`src/rtl/irq_pkg.sv`:
```
// Shared constants, FSM state type and encoder-to-id helper for the IRQ pending-capture block.
package irq_pkg;
  localparam int N_IRQ = 4;
  localparam int ID_W  = 2;

  typedef enum logic {
    ST_IDLE  = 1'b0,
    ST_SERVE = 1'b1
  } state_e;

  // The encoder reports I[3] as y=00, so the line index is the bitwise inverse.
  function automatic logic [ID_W-1:0] enc2id(input logic [ID_W-1:0] y);
    return ~y;
  endfunction
endpackage

```
`src/rtl/irq_sync.sv`:
```
// Single-bit synchronizer, STAGES flops deep (2..3), cleared by synchronous reset.
module irq_sync #(
  parameter int STAGES = 2
) (
  input  logic clk,
  input  logic rst,
  input  logic d,
  output logic q
);
  logic [STAGES-1:0] sync_q;
  logic [STAGES-1:0] sync_d;

  always_comb begin
    sync_d = {sync_q[STAGES-2:0], d};
  end

  always_ff @(posedge clk) begin
    if (rst) begin
      sync_q <= '0;
    end else begin
      sync_q <= sync_d;
    end
  end

  assign q = sync_q[STAGES-1];
endmodule

```
`src/rtl/irq_pend_ctrl.sv`:
```
// Interrupt pending capture and valid/ack handshake in front of a 4x2 priority encoder.
// Optional sticky per-line overflow tracking is built when IRQ_OVF_EN is defined.
module irq_pend_ctrl
  import irq_pkg::*;
#(
  parameter int SYNC_STAGES = 2
) (
  input  logic             clk,
  input  logic             rst,
  input  logic [N_IRQ-1:0] irq_in,
  input  logic [N_IRQ-1:0] irq_mask,
  output logic [N_IRQ-1:0] pend_o,
  input  logic             enc_v,
  input  logic [ID_W-1:0]  enc_y,
  output logic             irq_valid,
  output logic [ID_W-1:0]  irq_id,
  input  logic             irq_ack
`ifdef IRQ_OVF_EN
  ,
  output logic [N_IRQ-1:0] ovf,
  input  logic [N_IRQ-1:0] ovf_clr
`endif
);
  logic [N_IRQ-1:0] synced;
  logic [N_IRQ-1:0] prev_q, prev_d;
  logic [N_IRQ-1:0] pend_q, pend_d;
  logic [N_IRQ-1:0] edge_vec;
  logic [N_IRQ-1:0] clear_vec;
  state_e           state_q, state_d;
  logic [ID_W-1:0]  irq_id_q, irq_id_d;
  logic             hold_q, hold_d;

  genvar gi;
  generate
    for (gi = 0; gi < N_IRQ; gi++) begin : g_sync
      irq_sync #(
        .STAGES(SYNC_STAGES)
      ) u_sync (
        .clk(clk),
        .rst(rst),
        .d  (irq_in[gi]),
        .q  (synced[gi])
      );
    end
  endgenerate

  always_comb begin
    prev_d    = synced;
    edge_vec  = synced & ~prev_q;
    clear_vec = '0;
    if (state_q == ST_SERVE && irq_ack) begin
      clear_vec[irq_id_q] = 1'b1;
    end
    // OR-ing the edge after the clear lets a coincident new edge win.
    pend_d = (pend_q & ~clear_vec) | edge_vec;
  end

  // hold_q blocks capture for one edge after an ack so the encoder sees the cleared vector.
  always_comb begin
    state_d  = state_q;
    irq_id_d = irq_id_q;
    hold_d   = 1'b0;
    case (state_q)
      ST_IDLE: begin
        if (enc_v && !hold_q) begin
          irq_id_d = enc2id(enc_y);
          state_d  = ST_SERVE;
        end
      end
      ST_SERVE: begin
        if (irq_ack) begin
          state_d = ST_IDLE;
          hold_d  = 1'b1;
        end
      end
      default: state_d = ST_IDLE;
    endcase
  end

  always_ff @(posedge clk) begin
    if (rst) begin
      prev_q   <= '0;
      pend_q   <= '0;
      state_q  <= ST_IDLE;
      irq_id_q <= '0;
      hold_q   <= 1'b0;
    end else begin
      prev_q   <= prev_d;
      pend_q   <= pend_d;
      state_q  <= state_d;
      irq_id_q <= irq_id_d;
      hold_q   <= hold_d;
    end
  end

  assign pend_o    = pend_q & ~irq_mask;
  assign irq_valid = (state_q == ST_SERVE);
  assign irq_id    = irq_id_q;

`ifdef IRQ_OVF_EN
  logic [N_IRQ-1:0] ovf_q, ovf_d;

  // A bit being acked this cycle is not "already pending" for a coincident edge.
  always_comb begin
    ovf_d = (ovf_q & ~ovf_clr) | (edge_vec & pend_q & ~clear_vec);
  end

  always_ff @(posedge clk) begin
    if (rst) begin
      ovf_q <= '0;
    end else begin
      ovf_q <= ovf_d;
    end
  end

  assign ovf = ovf_q;
`endif
endmodule

```
`config.mk`:
```
export PLATFORM = sky130hd
export DESIGN_NAME = irq_pend_ctrl
export DESIGN_NICKNAME = d
export VERILOG_FILES = /design/src/rtl/irq_pkg.sv /design/src/rtl/irq_sync.sv /design/src/rtl/irq_pend_ctrl.sv
export SDC_FILE = /design/constraint.sdc
export NUM_CORES = 1
export LEC_CHECK = 0
export CAP_MARGIN = 10
export CORE_MARGIN = 2
export CORE_UTILIZATION = 38
export CTS_CLUSTER_SIZE = 8
export DETAILED_ROUTE_END_ITERATION = 6
export GPL_ROUTABILITY_DRIVEN = 0
export PLACE_DENSITY = 0.71
export REMOVE_ABC_BUFFERS = 1
export SLEW_MARGIN = 5
export SYNTH_ARGS = -nofsm -noshare
export SYNTH_HDL_FRONTEND = slang
export SYNTH_SLANG_ARGS = --single-unit
```
`constraint.sdc`:
```
create_clock -name clk -period 1 [get_ports clk]
set_clock_uncertainty 0.1 [all_clocks]
set_input_delay 0.2 -clock clk [delete_from_list [all_inputs] [get_ports clk]]
set_output_delay 0.2 -clock clk [all_outputs]
set_load 0.01 [all_outputs]
```
## Word level (Yosys, flattened, before mapping)

Cells that the tools add are included.

| operators by class | value |
|---|---|
| magnitude comparators | 2 |
| mux-type cells | 7 |
| bitwise logic cells | 9 |
| reductions and logical operators | 6 |

Operators with widths:

| kind | count |
|---|---|
| bitwise AND 4 bit | 3 |
| inverter 4 bit | 3 |
| 2-to-1 mux 1 bit | 4 |
| 2-to-1 mux 4 bit | 1 |
| bitwise OR 4 bit | 1 |
| logical AND 1 bit | 3 |
| less-than comparator 2 x 3 -> 1 bit (second input constant) | 1 |
| demux 1 bit (select 2 bit) | 1 |
| greater-or-equal comparator 2 x 1 -> 1 bit (second input constant) | 1 |
| inverter 2 bit | 1 |
| one-hot mux 1 bit (2 select lines) | 1 |
| AND reduction 2 bit | 1 |
| OR reduction 2 bit | 1 |
| zero test 1 bit | 1 |
| inverter 1 bit | 1 |

| word-level totals | value |
|---|---|
| bits in registers | 20 |
| bits of input ports | 14 |
| logic and storage cells | 33 |

## Depth between registers and ports, before layout

Gate-level depths: netlist of the first run.

| depth | value |
|---|---|
| word-level depth | 8 |
| depth in mapped cells | 3 |

## By module

A second synthesis of the first run with hierarchy kept.

| second synthesis, totals | value |
|---|---|
| cell total of the unflattened synthesis | 63 |
| area total of the unflattened synthesis | 650.6 sq um |

Modules (own cells, without submodules):

| module | instances | cells an instance | area an instance (sq um) |
|---|---|---|---|
| irq_pend_ctrl | 1 | 47 | 440.4 |
| irq_sync | 4 | 4 | 52.6 |

## Worst setup path before layout of the first run

OpenSTA, ideal clock, no wires.

| timing | value |
|---|---|
| path type | register to register |
| from | reg state_q (netlist: irq_valid) |
| to | reg irq_id_q[0] (netlist: irq_id[0]) |
| library setup time | 0.086 ns |
| arrival time | 0.850 ns |
| data required time | 0.814 ns |
| setup slack | -0.036 ns |
| stages on the path, launching flop included | 4 |
| path buffers | 0 |
| period minus slack after synthesis | 1.036 ns |
| cell sequence | dfxtp_1 nor3b_4 nor2_1 a211oi_1 |

| between the ends | value |
|---|---|
| cells in the longest elaborated chain, start to end | 2 |

Ends and longest elaborated chain:

| what | RTL line | text |
|---|---|---|
| start: declaration | irq_pend_ctrl.sv:29 | `state_e state_q, state_d;` |
| start signal: assignment | irq_pend_ctrl.sv:90 | `state_q <= state_d;` |
| inverter 1 bit (no source line) | n/a |  |
| AND reduction 2 bit (no source line) | n/a |  |
| end signal: assignment | irq_pend_ctrl.sv:91 | `irq_id_q <= irq_id_d;` |
| end: declaration | irq_pend_ctrl.sv:30 | `logic [ID_W-1:0] irq_id_q, irq_id_d;` |

Every way passes these cells.
A chain may end at the register's enable or synchronous reset.

## Worst setup path in the final report of the first run

| timing | value |
|---|---|
| from | reg pend_q[0] |
| to | out pend_o[0] |

| between the ends | value |
|---|---|
| cells in the longest elaborated chain, start to end | 1 |

Ends and longest elaborated chain:

| what | RTL line | text |
|---|---|---|
| start: declaration | irq_pend_ctrl.sv:26 | `logic [N_IRQ-1:0] pend_q, pend_d;` |
| start signal: assignment | irq_pend_ctrl.sv:89 | `pend_q <= pend_d;` |
| bitwise AND 4 bit | irq_pend_ctrl.sv:96 | `assign pend_o = pend_q & ~irq_mask;` |
| end: declaration | irq_pend_ctrl.sv:12 | `output logic [N_IRQ-1:0] pend_o,` |

Every way passes these cells.

==> results of run 1 <==
==> metrics by stage <==
step,total power (W),utilization [%]
4_1_cts,0.00152,62.3
3_3_place_gp,0.00107,59.3
2_1_floorplan,0.000934,-
3_5_place_dp,0.00107,59.3
6_report,0.00152,64.1
5_1_grt,0.00159,64.1
==> power groups by stage <==
stage               Clock, W  Combinational [W]  Sequential (W)
floorplan                  0          0.0000574        0.000877
global placement           0           0.000199        0.000868
detailed placement         0           0.000202        0.000869
CTS                 0.000457           0.000207        0.000857
global route        0.000486           0.000237        0.000863
finish              0.000446           0.000219        0.000858
==> repair_timing <==
action,CTS,global route
resized for setup,44,6
buffers inserted,0,0
endpoints found under the hold margin,0,0
endpoints found under the setup margin,14,14
pin swaps,5,6
==> Yosys cell counts <==
library cell,n,share of area [%]
nand2b_1,3,2.9
nand2_1,1,0.57
nand3b_1,1,1.1
dfxtp_1,20,61
o21ai_0,3,2.3
a211oi_1,2,2.3
nor3_1,2,1.5
nor2_1,5,2.9
inv_1,2,1.1
a21oi_1,4,3.1
nor2b_1,17,16
nor3b_4,1,2.9
clkbuf_1,2,1.1
nand3_1,1,0.76
==> registers in the layout, indices dropped and copies added (netlist names) <==
| register | cells |
|---|---|
| irq_valid | 1 |
| irq_id | 2 |
| g_sync.u_sync.sync_q | 8 |
| prev_q | 4 |
| pend_q | 4 |
| hold_q | 1 |
==> cell usage in the layout (no fill, tap or decap), drive strengths merged <==
master and n:
o21ai 3, nor3b 1, clkbuf 4, nand3b 1, clkdlybuf4s50 12, dlymetal6s2s 1, a211oi 2, nor2 5
nand3 1, nand2 1, inv 2, nor2b 17, nor3 2, dfxtp 20, a21oi 4, nand2b 3
buf 13
==> cell type report <==
| type | instances | area (um^2) |
|---|---|---|
| Clock buffer | 4 | 36.3 |
| Fill cell | 137 | 559 |
| Inverter | 2 | 7.51 |
| Multi-Input combinational cell | 40 | 269 |
| Sequential cell | 20 | 409 |
| Tap cell | 16 | 20.0 |
| Timing Repair Buffer | 26 | 258 |
==> critical path, stage by stage, from the launching register on <==
cell	delay, ns
dfxtp_2	0.34
nor2b_1	0.11
buf_2	0.13
==> layer usage <==
layer / share of wire [%] / vias to the layer above
met2: 50 / 18
li1: - / 261
met3: 6.6 / 4
met1: 40 / 215
met4: 3.2 / 0
met5: 0 / -
==> worst paths after layout <==
| check | start | endpoint | slack, ns | cells after the start |
|---|---|---|---|---|
| worst max-delay path | pend_q[0]$_SDFF_PP0_ | pend_o[0] | -0.17 | 2 |
| worst min-delay path | irq_in[0] | g_sync[0].u_sync.sync_q[0]$_SDFF_PP0_ | 0.35 | 2 |
| worst max register to register | irq_valid$_SDFF_PP0_ | irq_id[0]$_SDFFE_PP0P_ | -0.11 | 4 |
| worst min register to register | g_sync[3].u_sync.sync_q[0]$_SDFF_PP0_ | g_sync[3].u_sync.sync_q[1]$_SDFF_PP0_ | 0.35 | 1 |
==> logic make-up after synthesis <==
group,Yosys count
buf+inv,4
flops,20
simple gates,31
compound gates,9
==> reports/qor.txt, run 1 <==
Inst Count DP = 104
Max cap viols = 0
Root Buffer = clkbuf_4
Met1 usage = 11.9%
Global-route wire length before repair = 1640 um
Post-DP Area = 925 um^2
Num CTS Buffers = 3
Hold_ws = 0.347 ns
Die Y = 45.5 um
Period utilization = 117%
Total routed wirelength = 1140 um
I/O Buffers = 20
Syn_area_per_cell = 10.2 um^2
Synth Area in Simple Gates = 28.9%
Arr. time, crit path = 0.87 ns
Area growth, synth to finish = 52.8%
Violated checks = setup timing
Clock Latency Late Sink = 0.29 ns
Antenna Nets Post-Route = 0
Seq/Total Area, Yosys = 61.2%
Final hold vios = 0
Largest net degree at the start of global routing = 21
Slew margin rel. = 85.6%
Fin area = 1000 um^2
Gr usage total = 11.5%
Xor and xnor area share after synthesis = 0%
#FFs+latches synth = 20
Total die area = 0.00207 mm^2
Hold_buf cts = 0
Post-synth cell types = 14
Ant diodes = 0
Max clock buf depth = 2
Layout Nets = 107
Die width = 45.5 um
Worst hold path type = input port to flop
Clock period minus worst slack = 1.17 ns
CTS tree = done
Synth Area in Compound Gates = 7.65%
Adder-cell share of the synthesized area = 0%
Multiplexer share of the synthesized area = 0%
Switching Fraction = 21.3%
Combinational Power Share = 14.4%
Initial Utilization = 42.0%
Leak = 0.409 nW
Largest family of logic cells by synthesized area = simple AND/OR/NAND/NOR gates
Crit Path Max Fanout = 2
Final setup fails = 12
Grt peak-use layer = met2
# IOs = 21
Fraction of power consumed by sequential logic = 56.4%
CTS clk-pin slew, worst paths = 0.10 ns
Share of cells above drive strength 1 = 31.5%
Unrepaired setup endpoints after global routing = yes
Initial antenna violation count = 0
Final TNS setup = -1.20 ns
Fmax = 858 MHz
Switch Pwr = 0.000324 W
Clock share of power = 29.3%
Global route total overflow = 0
Clk sink count = 20
GR Layer Usage met3 = 2.38%
Vias/cell = 4.61
Pint = 0.00120 W
Mapped Area = 654 um^2
Pwr dens = 1520 mW/mm^2
CP Launch Type = flop
Fin. max-slew vios = 0
Routing usage on met2 = 19.2%
Max VDD drop = 0.00106 V
First-pass DRT Iterations = 2
Ys Warns = 0
Setup WS pre-CTS = -0.555 ns
Routed vias = 498
Worst EP required = 0.70 ns
Worst-Margin Slew = 0.215 ns
H-tree depth = 1
Starting DRT DRC Count = 3
FP Rows = 14
Worst setup EP type = output port
Status = complete, but fails checks
Kind of critical path = flop to output port
Residual DRC = 0
Final std cells w/o fill = 108
Post-Synthesis Cells = 64
Core footprint = 0.00156 mm^2
Avg WL per Cell = 10.5 um
Slack of the critical path = -0.166 ns
Vias in the first global route = 415
(Power assumes the default switching activity.)
==> inputs of run 2 (changes only) <==
--- a/config.mk
+++ b/config.mk
@@ -11,7 +11,7 @@
 export CTS_CLUSTER_SIZE = 8
 export DETAILED_ROUTE_END_ITERATION = 6
 export GPL_ROUTABILITY_DRIVEN = 0
-export PLACE_DENSITY = 0.71
+export PLACE_DENSITY = 0.7
 export REMOVE_ABC_BUFFERS = 1
 export SLEW_MARGIN = 5
 export SYNTH_ARGS = -nofsm -noshare
==> reports/qor.txt, run 2 (synthesis results as in run 1) <==
Status = complete, but fails checks
Violated checks = setup timing
Root Buffer = clkbuf_4
Unrepaired setup endpoints after global routing = yes
Clock share of power = 24.3%
Global-route wire length before repair = 1940 um
Placed wire-length estimate = 723 um
Vias in the first global route = 475
Starting DRT DRC Count = 5
Critical path's top delay family = simple AND/OR/NAND/NOR gates
Crit Path Max Fanout = 4
CTS tree = done
First-pass DRT Iterations = 4
Largest net degree at the start of global routing = 21
Clock Latency Late Sink = 0.29 ns
Most common cell after layout, fill and taps aside = nor2b_1
Hold_buf cts = 0
Fin area = 0.00102 mm^2
Fin. max-slew vios = 0
Switching Fraction = 22.0%
Hold_ws = 0.140 ns
DR top layer = met4
Leak = 0.424 nW
Die Y = 45.5 um
Period utilization = 117%
Initial Utilization = 42.0%
Post-DP Area = 925 um^2
Arr. time, crit path = 1.30 ns
Max cap viols = 0
Pwr Total = 0.00146 W
Pint = 0.00114 W
Final hold vios = 0
Buf+Inv Stages, Crit Path = 2
Most frequent cells in the layout = nor2b_1 (16), dfxtp_1 (13), clkdlybuf4s50_1 (12)
Largest Register = g_sync.u_sync.sync_q
Fmax = 852 MHz
Core footprint = 0.00156 mm^2
Clk sink count = 20
Die width = 45.5 um
Ant diodes = 0
Total routed wirelength = 1190 um
Critical path depth = 5
CP Launch Type = flop
Worst-Margin Slew = 0.240 ns
Slew margin rel. = 84.0%
Initial antenna violation count = 0
Clock period minus worst slack = 1.17 ns
Avg WL per Cell = 10.7 um
I/O Buffers = 20
Crit-path slowest cell = dfxtp_2
FP Rows = 14
Final setup fails = 12
M1 wire length = 530 um
Global route total overflow = 0
Slack of the critical path = -0.174 ns
Routed vias = 521
Residual DRC = 0
Worst EP required = 1.13 ns
CP Cell Sequence = buf_6 > nor3b_4 > buf_4 > a21oi_2 > nor2_1
Met2 wire len = 562 um
Inst Count DP = 104
CTS clk-pin slew, worst paths = 0.10 ns
Final std cells w/o fill = 111
Max VDD drop = 0.00101 V
Worst hold path type = input port to flop
Max FFs per register = 8
WL met3 = 81 um
Hold path cells = 3
Max clock buf depth = 2
Switch Pwr = 0.000320 W
CP max stage delay = 0.34 ns
Regs by FF count = g_sync.u_sync.sync_q (8), pend_q (4), prev_q (4)
Total die area = 0.00207 mm^2
Num CTS Buffers = 3
# IOs = 21
Area growth, synth to finish = 56.2%
Worst setup EP type = flop
Kind of critical path = flop to flop
R2R depth = 5
Gr usage total = 13.3%
Antenna Nets Post-Route = 0
Fraction of power consumed by sequential logic = 58.9%
Combinational Power Share = 16.9%
H-tree depth = 1
Share of cells above drive strength 1 = 35.8%
Layout Nets = 111
Vias/cell = 4.69
Pwr dens = 1420 mW/mm^2
## run 2: changes by cell type in the layout (fill, tap and decap cells not counted)
cell / change
clkbuf_8: -1
a21oi_2: +1
buf_6: +2
nand3_2: +1
a21oi_1: -1
nand3_4: -1
nor2_1: -1
nor2_2: +1
buf_4: +2
## run 2: what timing repair did
item / CTS / global route
gates resized for setup: 42 / 11
cloned: 0 / 0
setup buffers: 2 / 2
endpoints found under the setup margin: 14 / 14
pin swaps: 5 / 5
## run 2: worst register-to-register path, delay by kind of cell, from the launching register on
kind | cells | cell delay, ns
flops | 1 | 0.34
compound gates | 1 | 0.03
simple gates | 2 | 0.35
buf+inv | 2 | 0.30
## run 2: worst paths after layout
kind | from | endpoint | slack [ns]
min reg2reg | g_sync[0].u_sync.sync_q[0]$_SDFF_PP0_ | g_sync[0].u_sync.sync_q[1]$_SDFF_PP0_ | 0.34
max reg2reg | irq_valid$_SDFF_PP0_ | irq_valid$_SDFF_PP0_ | -0.17
min | irq_ack | hold_q$_SDFF_PP0_ | 0.14
max | irq_valid$_SDFF_PP0_ | irq_valid$_SDFF_PP0_ | -0.17
## run 2: power by group through the flow
| stage | registers (W) | logic, W | clock network (W) |
|---|---|---|---|
| after CTS | 0.000857 | 0.000214 | 0.000372 |
| final | 0.000857 | 0.000246 | 0.000353 |
| after floorplan | 0.000877 | 0.0000574 | 0 |
| after detailed placement | 0.000868 | 0.000202 | 0 |
| after global routing | 0.000863 | 0.000264 | 0.000410 |
| after global placement | 0.000868 | 0.000200 | 0 |
## run 2: area by class of cell
| cell class | instances | area, um^2 |
|---|---|---|
| fill | 122 | 537 |
| sequential | 20 | 409 |
| timing repair buffer | 30 | 295 |
| multi-input combinational | 40 | 268 |
| clock buffer | 3 | 22.5 |
| tap | 16 | 20.0 |
| inverter | 2 | 7.51 |
## run 2: through the flow
stage / setup TNS [ns] / util, % / worst slack, ns
after global routing: -2.01 / 65.6 / -0.229
after detailed placement: -6.50 / 59.3 / -0.552
after floorplan: -0.101 / - / -0.0360
after CTS: -1.34 / 61.7 / -0.190
final: -1.44 / 65.6 / -0.174
after global placement: -6.31 / 59.3 / -0.538
## run 2: per-layer routing
metal	up-vias	global-route usage [%]
li1	269	-
met1	234	16.0
met2	16	20.3
met3	2	2.78
met4	0	10.6
met5	-	0
==> inputs of run 3 (changes only) <==
--- a/config.mk
+++ b/config.mk
@@ -13,6 +13,7 @@
 export GPL_ROUTABILITY_DRIVEN = 0
 export PLACE_DENSITY = 0.7
 export REMOVE_ABC_BUFFERS = 1
+export SETUP_SLACK_MARGIN = 0.05
 export SLEW_MARGIN = 5
 export SYNTH_ARGS = -nofsm -noshare
 export SYNTH_HDL_FRONTEND = slang
==> constraint.sdc (replaced) <==
create_clock -name clk -period 1 [get_ports clk]
set_clock_uncertainty 0.1 [all_clocks]
set_input_delay 0.2 -clock clk [delete_from_list [all_inputs] [get_ports clk]]
set_output_delay 0.2 -clock clk [all_outputs]
set_load 0.05 [all_outputs]
==> reports/qor.txt, run 3 (synthesis results as in run 1) <==
Status = complete, but fails checks
Violated checks = setup timing
Leak = 0.476 nW
Routed vias = 552
Crit-path slowest cell = clkdlybuf4s50_1
Slack of the critical path = -0.246 ns
Global route total overflow = 0
Core footprint = 0.00156 mm^2
Combinational Power Share = 23.5%
Residual DRC = 0
Area growth, synth to finish = 80.7%
Global-route wire length before repair = 2310 um
Period utilization = 125%
Fin. max-slew vios = 0
Slew margin rel. = 82.5%
CP max stage delay = 0.45 ns
Buf+Inv Stages, Crit Path = 2
Ant diodes = 0
Final hold vios = 0
Clock Latency Late Sink = 0.28 ns
Fmax = 802 MHz
Largest Register = g_sync.u_sync.sync_q
Arr. time, crit path = 0.95 ns
Max cap viols = 0
Avg WL per Cell = 13.1 um
Initial Utilization = 42.0%
Crit Path Max Fanout = 1
# IOs = 21
Largest net degree at the start of global routing = 21
Antenna Nets Post-Route = 0
Met1 usage = 19.4%
Switch Pwr = 0.000392 W
FP Rows = 14
CTS clk-pin slew, worst paths = 0.10 ns
Vias/cell = 4.76
Clock share of power = 22.3%
Die Y = 45.5 um
Total die area = 0.00207 mm^2
Pwr dens = 1340 mW/mm^2
Max clock buf depth = 2
Final TNS setup = -2.24 ns
Final std cells w/o fill = 116
Grt peak-use layer = met2
Pwr Total = 0.00158 W
Worst EP required = 0.70 ns
Critical path's top delay family = buffers and inverters
Worst-Margin Slew = 0.262 ns
Starting DRT DRC Count = 6
Worst setup EP type = output port
Fraction of power consumed by sequential logic = 54.1%
First-pass DRT Iterations = 2
Most frequent cells in the layout = nor2b_1 (13), dfxtp_1 (13), clkdlybuf4s50_1 (11)
Layout Nets = 116
CTS tree = done
Initial antenna violation count = 0
Clk sink count = 20
CP Launch Type = input port
Switching Fraction = 24.8%
Num CTS Buffers = 3
I/O Buffers = 20
Max VDD drop = 0.00131 V
H-tree depth = 1
Regs by FF count = g_sync.u_sync.sync_q (8), pend_q (4), prev_q (4)
Die width = 45.5 um
Final setup fails = 14
Clock period minus worst slack = 1.25 ns
Placed wire-length estimate = 768 um
GR Layer Usage met3 = 3.57%
Inst Count DP = 103
Unrepaired setup endpoints after global routing = yes
Vias in the first global route = 527
Routing usage on met2 = 25.9%
Root Buffer = clkbuf_4
Pint = 0.00119 W
Total routed wirelength = 1520 um
Worst hold path type = input port to flop
CP Cell Sequence = clkdlybuf4s50_1 > nor2b_4 > buf_12
Share of cells above drive strength 1 = 42.0%
Kind of critical path = input port to output port
Fill count = 110
Gr usage total = 16.2%
Max FFs per register = 8
Hold_buf cts = 0
==> run 3: changes by cell type in the layout (fill, tap and decap cells not counted), moves of 2 or more <==
cell     delta
nor2b_1     -3
buf_2       -3
dfxtp_4     +2
nor2b_4     +3
dfxtp_2     -2
buf_12      +7
buf_6       -2
buf_4       +3
==> run 3: layout make-up <==
type	instances	area, um^2	area share, %
timing repair buffer	35	419	35.4
sequential	20	414	35.0
multi-input combinational	40	299	25.3
clock buffer	3	22.5	1.90
tap	16	20.0	1.69
inverter	2	7.51	0.635
==> run 3: final timing paths <==
path | startpoint | cells after the start | endpoint | slack, ns
worst max-delay path | irq_mask[2] | 3 | pend_o[2] | -0.25
worst min-delay path | irq_ack | 4 | hold_q$_SDFF_PP0_ | 0.29
worst max register to register | irq_valid$_SDFF_PP0_ | 4 | irq_id[1]$_SDFFE_PP0P_ | -0.18
worst min register to register | g_sync[1].u_sync.sync_q[0]$_SDFF_PP0_ | 1 | g_sync[1].u_sync.sync_q[1]$_SDFF_PP0_ | 0.35
==> run 3: what timing repair did <==
action	in CTS	in global routing
gates resized for setup	27	7
endpoints found under the setup margin	14	15
endpoints found under the hold margin	0	0
pin swaps	7	5
setup buffers	6	4
==> run 3: worst reg2reg max path, cell delays in order (launching register included) <==
cell and delay [ns]:
dfxtp_4 0.36, buf_6 0.12, nor3b_4 0.24, nor2_1 0.10
a211oi_2 0.18
==> run 3: through the flow <==
step           area, um^2  setup WS, ns  utilization (%)  hold slack, ns
2_1_floorplan         647        -0.331                -           0.169
3_3_place_gp          987        -0.316             63.3           0.316
3_5_place_dp          987        -0.375             63.3           0.325
4_1_cts              1120        -0.238             72.2           0.341
5_1_grt              1180        -0.286             75.8           0.312
6_report             1180        -0.246             75.8           0.294
==> run 3: per-layer routing <==
metal	share of wire (%)	up-vias
met5	0	-
met2	54	16
met4	1.4	0
met3	4.5	2
li1	-	279
met1	40	255
==> run 3: power groups by stage <==
stage	logic (W)	registers, W	clock network, W
6_report	0.000373	0.000858	0.000354
2_1_floorplan	0.0000734	0.000908	0
5_1_grt	0.000393	0.000862	0.000413
3_3_place_gp	0.000275	0.000874	0
4_1_cts	0.000338	0.000857	0.000372
3_5_place_dp	0.000278	0.000875	0
